[src/rtl/rv32i_pkg.sv]
// Shared RV32I control constants: opcode keys (inst[6:2]), one-hot
// immediate formats, ALU select codes and writeback source codes.
package rv32i_pkg;

    localparam logic [4:0] OPC_LOAD   = 5'b00000;
    localparam logic [4:0] OPC_OPIMM  = 5'b00100;
    localparam logic [4:0] OPC_AUIPC  = 5'b00101;
    localparam logic [4:0] OPC_STORE  = 5'b01000;
    localparam logic [4:0] OPC_OP     = 5'b01100;
    localparam logic [4:0] OPC_LUI    = 5'b01101;
    localparam logic [4:0] OPC_BRANCH = 5'b11000;
    localparam logic [4:0] OPC_JALR   = 5'b11001;
    localparam logic [4:0] OPC_JAL    = 5'b11011;

    typedef enum logic [4:0] {
        IMM_I = 5'b00001,
        IMM_S = 5'b00010,
        IMM_B = 5'b00100,
        IMM_U = 5'b01000,
        IMM_J = 5'b10000
    } imm_sel_e;

    localparam logic [3:0] ALU_ADD   = 4'b0000;
    localparam logic [3:0] ALU_PASSB = 4'b1001;

    typedef enum logic [1:0] {
        WB_MEM = 2'b00,
        WB_ALU = 2'b01,
        WB_PC4 = 2'b10
    } wb_sel_e;

endpackage

[src/rtl/rv32i_ctrl_decoder_branch_resolve.sv]
// Branch resolution: maps funct3 and comparator flags to taken/not-taken.
// Ports: f3_i, br_eq_i, br_lt_i in; taken_o, valid_o (f3 is a real branch) out.
module branch_resolve (
    input  logic [2:0] f3_i,
    input  logic       br_eq_i,
    input  logic       br_lt_i,
    output logic       taken_o,
    output logic       valid_o
);

    always_comb begin
        taken_o = 1'b0;
        valid_o = 1'b1;
        case (f3_i)
            3'b000:          taken_o = br_eq_i;
            3'b001:          taken_o = ~br_eq_i;
            3'b100, 3'b110:  taken_o = br_lt_i;
            3'b101, 3'b111:  taken_o = ~br_lt_i;
            default:         valid_o = 1'b0;
        endcase
    end

endmodule

[src/rtl/rv32i_ctrl_decoder.sv]
// Main control decoder of a single-cycle RV32I datapath; all selects are
// combinational from inst_i/BrEq/BrLT, only illegal_o is a (sticky) flop.
module rv32i_ctrl_decoder
    import rv32i_pkg::*;
(
    input  logic        clk_i,
    input  logic        rst_i,
    input  logic [31:0] inst_i,
    input  logic        BrEq,
    input  logic        BrLT,
    output logic [4:0]  imm_sel_o,
    output logic [3:0]  alu_sel_o,
    output logic        pc_sel_o,
    output logic        regWEn_o,
    output logic        BrUn_o,
    output logic        a_sel_o,
    output logic        b_sel_o,
    output logic        memRW_o,
    output logic [1:0]  wb_sel_o,
    output logic [2:0]  ld_st_sel_o,
    output logic        illegal_o
);

    logic [4:0] opc;
    logic [2:0] f3;
    logic       f7b;
    logic       br_taken;
    logic       br_valid;
    logic       ill;
    logic       illegal_d;
    logic       illegal_q;
    logic       unused_bits;

    assign opc = inst_i[6:2];
    assign f3  = inst_i[14:12];
    assign f7b = inst_i[30];

    // Only the decode keys matter; remaining instruction bits are don't-care.
    assign unused_bits = ^{inst_i[31], inst_i[29:15],
                           inst_i[11:7], inst_i[1:0]};

    branch_resolve u_branch_resolve (
        .f3_i    (f3),
        .br_eq_i (BrEq),
        .br_lt_i (BrLT),
        .taken_o (br_taken),
        .valid_o (br_valid)
    );

    always_comb begin
        imm_sel_o   = IMM_I;
        alu_sel_o   = ALU_ADD;
        pc_sel_o    = 1'b0;
        regWEn_o    = 1'b0;
        BrUn_o      = f3[1];
        a_sel_o     = 1'b0;
        b_sel_o     = 1'b0;
        memRW_o     = 1'b0;
        wb_sel_o    = WB_ALU;
        ld_st_sel_o = f3;
        ill         = 1'b0;
        case (opc)
            OPC_OP: begin
                regWEn_o  = 1'b1;
                alu_sel_o = {f7b, f3};
                // inst[30] only selects SUB and SRA
                ill = f7b & (f3 != 3'b000) & (f3 != 3'b101);
            end
            OPC_OPIMM: begin
                b_sel_o   = 1'b1;
                regWEn_o  = 1'b1;
                // inst[30] is part of the immediate except for shifts
                if (f3 == 3'b001 || f3 == 3'b101)
                    alu_sel_o = {f7b, f3};
                else
                    alu_sel_o = {1'b0, f3};
                ill = f7b & (f3 == 3'b001);
            end
            OPC_LOAD: begin
                b_sel_o  = 1'b1;
                regWEn_o = 1'b1;
                wb_sel_o = WB_MEM;
                ill = (f3 == 3'b011) | (f3 == 3'b110) | (f3 == 3'b111);
            end
            OPC_STORE: begin
                imm_sel_o = IMM_S;
                b_sel_o   = 1'b1;
                memRW_o   = 1'b1;
                ill       = f3[2] | (f3[1:0] == 2'b11);
            end
            OPC_BRANCH: begin
                imm_sel_o = IMM_B;
                a_sel_o   = 1'b1;
                b_sel_o   = 1'b1;
                pc_sel_o  = br_taken;
                ill       = ~br_valid;
            end
            OPC_JAL: begin
                imm_sel_o = IMM_J;
                pc_sel_o  = 1'b1;
                a_sel_o   = 1'b1;
                b_sel_o   = 1'b1;
                regWEn_o  = 1'b1;
                wb_sel_o  = WB_PC4;
            end
            OPC_JALR: begin
                pc_sel_o = 1'b1;
                b_sel_o  = 1'b1;
                regWEn_o = 1'b1;
                wb_sel_o = WB_PC4;
            end
            OPC_LUI: begin
                imm_sel_o = IMM_U;
                b_sel_o   = 1'b1;
                alu_sel_o = ALU_PASSB;
                regWEn_o  = 1'b1;
            end
            OPC_AUIPC: begin
                imm_sel_o = IMM_U;
                a_sel_o   = 1'b1;
                b_sel_o   = 1'b1;
                regWEn_o  = 1'b1;
            end
            default: ill = 1'b1;
        endcase
        // Undecodable words must not change architectural state.
        if (ill) begin
            imm_sel_o = IMM_I;
            alu_sel_o = ALU_ADD;
            pc_sel_o  = 1'b0;
            regWEn_o  = 1'b0;
            a_sel_o   = 1'b0;
            b_sel_o   = 1'b0;
            memRW_o   = 1'b0;
            wb_sel_o  = WB_ALU;
        end
    end

    assign illegal_d = illegal_q | ill;

    always_ff @(posedge clk_i) begin
        if (rst_i)
            illegal_q <= 1'b0;
        else
            illegal_q <= illegal_d;
    end

    assign illegal_o = illegal_q;

endmodule

[config.mk]
export PLATFORM = sky130hd
export DESIGN_NAME = rv32i_ctrl_decoder
export DESIGN_NICKNAME = d
export VERILOG_FILES = /design/src/rtl/rv32i_pkg.sv /design/src/rtl/rv32i_ctrl_decoder_branch_resolve.sv /design/src/rtl/rv32i_ctrl_decoder.sv
export SDC_FILE = /design/constraint.sdc
export NUM_CORES = 1
export LEC_CHECK = 0
export BUFFER_PORTS_ARGS = -buffer_cell sky130_fd_sc_hd__clkbuf_2
export CAP_MARGIN = 25
export CORE_MARGIN = 10
export CORE_UTILIZATION = 33
export CTS_BUF_LIST = sky130_fd_sc_hd__clkbuf_4 sky130_fd_sc_hd__clkbuf_8
export DETAILED_ROUTE_END_ITERATION = 7
export PLACE_DENSITY = 0.79
export SYNTH_ARGS = -nofsm -noshare
export SYNTH_HDL_FRONTEND = slang
export SYNTH_HIERARCHICAL = 1
export SYNTH_SLANG_ARGS = --single-unit
[constraint.sdc]
create_clock -name clk_i -period 1.3 [get_ports clk_i]
set_clock_uncertainty 0.15 [all_clocks]
set_input_delay 0.065 -clock clk_i [delete_from_list [all_inputs] [get_ports clk_i]]
set_output_delay 0.065 -clock clk_i [all_outputs]
set_load 0.05 [all_outputs]
==> impl_metrics.ini, run 1 <==
[status]
status = did not finish
stop_stage = global routing (5_1_grt)
error_line = [ERROR DPL-0033] detailed placement checks failed during check placement.

[timing]
grt-worst-endpoint = pc_sel_o
endpoint_type = primary output

[synthesis]
syn-num-nets = 114
synth.distinct_cells = 42
syn_inst = 78
synth_edf_count = 0
synth_flop_cell = dfxtp_1
seq_area_frac_synth_pct = 3.493
synthArstFlopShare_pct = 0
avgSynthCellArea_sq_um = 7.347
synth.area.top_cells = buf_4 7.9%, nand2b_1 5.5%, nand2_1 5.2%
ys_ff_latch = 1
yosys.area.top_type = buf_4
synth-warning-count = 6
mappedNetlistArea_sq_um = 573.1
yosysTopAreaCellShare_pct = 7.860

[die]
num_rows = 14
die_x_um = 61.67
initial_core_util_pct = 36.35
die_h_um = 61.67
io_pins = 57

[placed_design]
io_buffers = 33
gp_congestion = 0.8763
place_area_sq_um = 1301
pre_cts_ws_ns = -0.4469
dp.final_hpwl_um = 2427

[grt]
grt_antenna_before_repair = 0
grt_start_max_net_pins = 13
-- cell usage after synthesis, drive strengths merged (2+ instances only) --
cell and n:
buf 9, nand2 8, nor2 6, nand2b 5, nor3b 4, nor4 4
nor2b 3, o211ai 3, a21oi 2, inv 2, nor3 2, o41a 2
xor2 2
-- cells by family after synthesis --
group,after synthesis,share of synthesized area (%)
AOI/OAI and AO/OA,20,33.84
xor gates and xnor gates,2,3.057
buffers and inverters,12,12.44
DFF,1,3.494
muxes,1,1.747
and+or+nand+nor,42,45.42
-- what timing repair did --
| action | in CTS |
|---|---|
| setup buffers | 1 |
| resized for setup | 41 |
| hold endpoints to repair | 0 |
| setup endpoints to repair | 16 |
| hold buffers | 0 |
| pin swaps | 13 |
-- per-stage QoR --
stage / cells / TNS, ns / utilization, % / hold WS [ns]
floorplan: 78 / -3.260 / - / 0.04983
CTS: 153 / -3.454 / 94.92 / 0.1686
detailed placement: 152 / -4.978 / 82.54 / 0.1677
global placement: 152 / -4.215 / 82.54 / 0.1598
==> inputs of run 2 (changes only) <==
Settings changed: CORE_AREA set to 10 10 71 73, CORE_MARGIN 10 to not set, CORE_UTILIZATION 33 to not set, CTS_BUF_LIST sky130_fd_sc_hd__clkbuf_4 sky130_fd_sc_hd__clkbuf_8 to not set, DIE_AREA set to 0 0 81 83, PLACE_DENSITY 0.79 to not set, PLACE_DENSITY_LB_ADDON set to 0.15.
Clock period 1.3 ns to 1.7 ns, I/O delays scaled along.
==> run 2 against run 1 <==
  * The flow now finishes without violations
  * Synthesized cell count did not move
  * Synthesized area unchanged
==> impl_metrics.ini, run 2 <==
[synthesis]
synth.most_common_cell = nand2_1
synth_flop_cell = dfxtp_1
synthArstFlopShare_pct = 0
yosys.area.top_type = buf_4
yosysTopAreaCellShare_pct = 7.860
synth.distinct_cells = 42
synth.area.top_cells = buf_4 7.9%, nand2b_1 5.5%, nand2_1 5.2%
ys_ff_latch = 1
seq_area_frac_synth_pct = 3.493
syn-num-nets = 114
synth-warning-count = 6
mappedNetlistArea_sq_um = 573.1
avgSynthCellArea_sq_um = 7.347
synth_edf_count = 0
synth_top_cells_by_count = 8 x nand2_1, 6 x buf_4, 6 x nor2_1, 5 x nand2b_1
syn_inst = 78

[route]
route.detailed.drc = 0
dr.pass1.iters = 4
wl_um = 2383
wl_per_cell_um = 13.70
final_antenna_net_count = 0
vias_per_cell = 4.540
dr_total_vias = 790
drt-initial-drc-count = 33

[finish]
final_cell_mix = 22 x buf_4, 18 x clkbuf_2, 8 x nand2_1, 8 x buf_12, 5 x buf_6
layout-drive-gt1-share_pct = 64.29
nNetsFinal = 164
syn_to_final_growth_pct = 117.2
final_cell_area_sq_um = 1245
insertedDiodeCount = 0
final_common_cell = buf_4
largest_register_ffs = 1
fin_cells = 174

[die]
initial_core_util_pct = 15.77
io_pins = 57
coreArea_sq_um = 3633
die_h_um = 83
dieArea_sq_um = 6723
num_rows = 22
die_x_um = 81

[worst_setup_path]
arrival_ns = 1.42
critPathLaunchType = input pin
r2r-start = illegal_o$_SDFF_PP0_
ff2ff_setup_slack_ns = 0.74
startpoint = inst_i[4]
critPathKind = input pin to output pin
cp-end-kind = output pin
worstPathRequired_ns = 1.46
worstPathMaxFanout = 6
worst_r2r_path_depth = 1
reg2reg_to = illegal_o$_SDFF_PP0_
endpoint = pc_sel_o

[power]
sw_frac_of_total_pct = 51.70
switchingPower_mw = 0.1656
p_int_mw = 0.1547
clkPwrFrac_pct = 0
pwr-share-comb_pct = 91.7
seqPwrFrac_pct = 8.3
total_power_mw = 0.3202
irDropWorstVdd_uv = 81.54
power.density_nw_per_um2 = 257.2
p_leak_nw = 0.5140

[placed_design]
gp_congestion = 0.7435
dp.final_hpwl_um = 2051
io_buffers = 33
dp_cells = 173
place_area_sq_um = 1142

[grt]
track_usage_pct = 6.538
grt_pass1_wl_um = 3850
grt_antenna_before_repair = 0
overflow = 0
grt_start_max_net_pins = 13
grt_pass1_vias = 779

[timing]
fmax_mhz = 605.0
fin_crit_ns = 1.653
slew_violations = 0
tns_ns = 0
setup_violations = 0
period_share_pct = 97.23
finalHoldViolCount = 0
worst_slew_pin_slew_ns = 0.3587
whs_ns = 0.1857
relSlewSlack_pct = 75.97

[run]
drv_cap = 0

[status]
status = completed

[clock_network]
insertion_delay_ns = 0
path_clk_slew_ns = 0
hold_buffers = 0

[hold_path]
min_path_type = input pin to register
## run 2: cell counts after synthesis
No cell type changed its count.
## run 2: kinds of logic after synthesis
| kind of cell | Yosys count | synth area share, % |
|---|---|---|
| XOR/XNOR | 2 | 3.057 |
| buffers and inverters | 12 | 12.44 |
| AND/OR/NAND/NOR | 42 | 45.42 |
| multiplexers | 1 | 1.747 |
| AO/OA/AOI/OAI | 20 | 33.84 |
| flip-flops | 1 | 3.494 |
## run 2: cell type report
| class | count | area [sq um] |
|---|---|---|
| fillers | 408 | 2389 |
| inverters | 2 | 7.507 |
| multi-input cells | 65 | 633.1 |
| flip-flops and latches | 1 | 20.02 |
| well taps | 48 | 60.06 |
| repair buffers | 58 | 524.3 |
## run 2: critical path, stage by stage
cell      delay (ns)
buf_2           0.14
buf_4           0.15
and3b_1         0.16
o211ai_1        0.22
nor4bb_2        0.26
o211a_1         0.17
clkbuf_4        0.23
## run 2: per-stage QoR
stage | utilization, % | worst slack, ns
6_report | 34.26 | 0.04704
5_1_grt | 34.26 | -0.02399
4_1_cts | 31.75 | 0.006178
3_5_place_dp | 31.44 | -0.009681
3_3_place_gp | 31.44 | -0.01071
2_1_floorplan | - | -0.3483
## run 2: timing repair
item,in CTS,in global routing
pin swaps,1,9
setup buffers,0,1
endpoints found under the setup margin,3,11
resized for setup,4,32
## run 2: routing by layer
metal | wire [um] | track usage, % | up-vias
li1 | - | - | 389
met1 | 1037 | 8.557 | 379
met2 | 1157 | 11.10 | 22
met3 | 189 | 1.509 | 0
met4 | 0 | 0 | 0
met5 | 0 | 0 | -
## run 2: worst min-delay path by stage
stage	from	endpoint	cells past startpoint
finish	rst_i	illegal_o$_SDFF_PP0_	3
global route	rst_i	illegal_o$_SDFF_PP0_	3
CTS	rst_i	illegal_o$_SDFF_PP0_	3
detailed placement	rst_i	illegal_o$_SDFF_PP0_	3
global placement	rst_i	illegal_o$_SDFF_PP0_	3
floorplan	rst_i	illegal_o$_SDFF_PP0_	2
## run 2: power by group through the flow
| stage | Clock [mW] | Sequential (mW) | Combinational (mW) |
|---|---|---|---|
| 3_5_place_dp | 0 | 0.0267 | 0.275 |
| 4_1_cts | 0 | 0.0267 | 0.278 |
| 3_3_place_gp | 0 | 0.0266 | 0.274 |
| 5_1_grt | 0 | 0.0269 | 0.314 |
| 6_report | 0 | 0.0267 | 0.294 |
| 2_1_floorplan | 0 | 0.0334 | 0.165 |
Power figures use the tool's default switching activity.
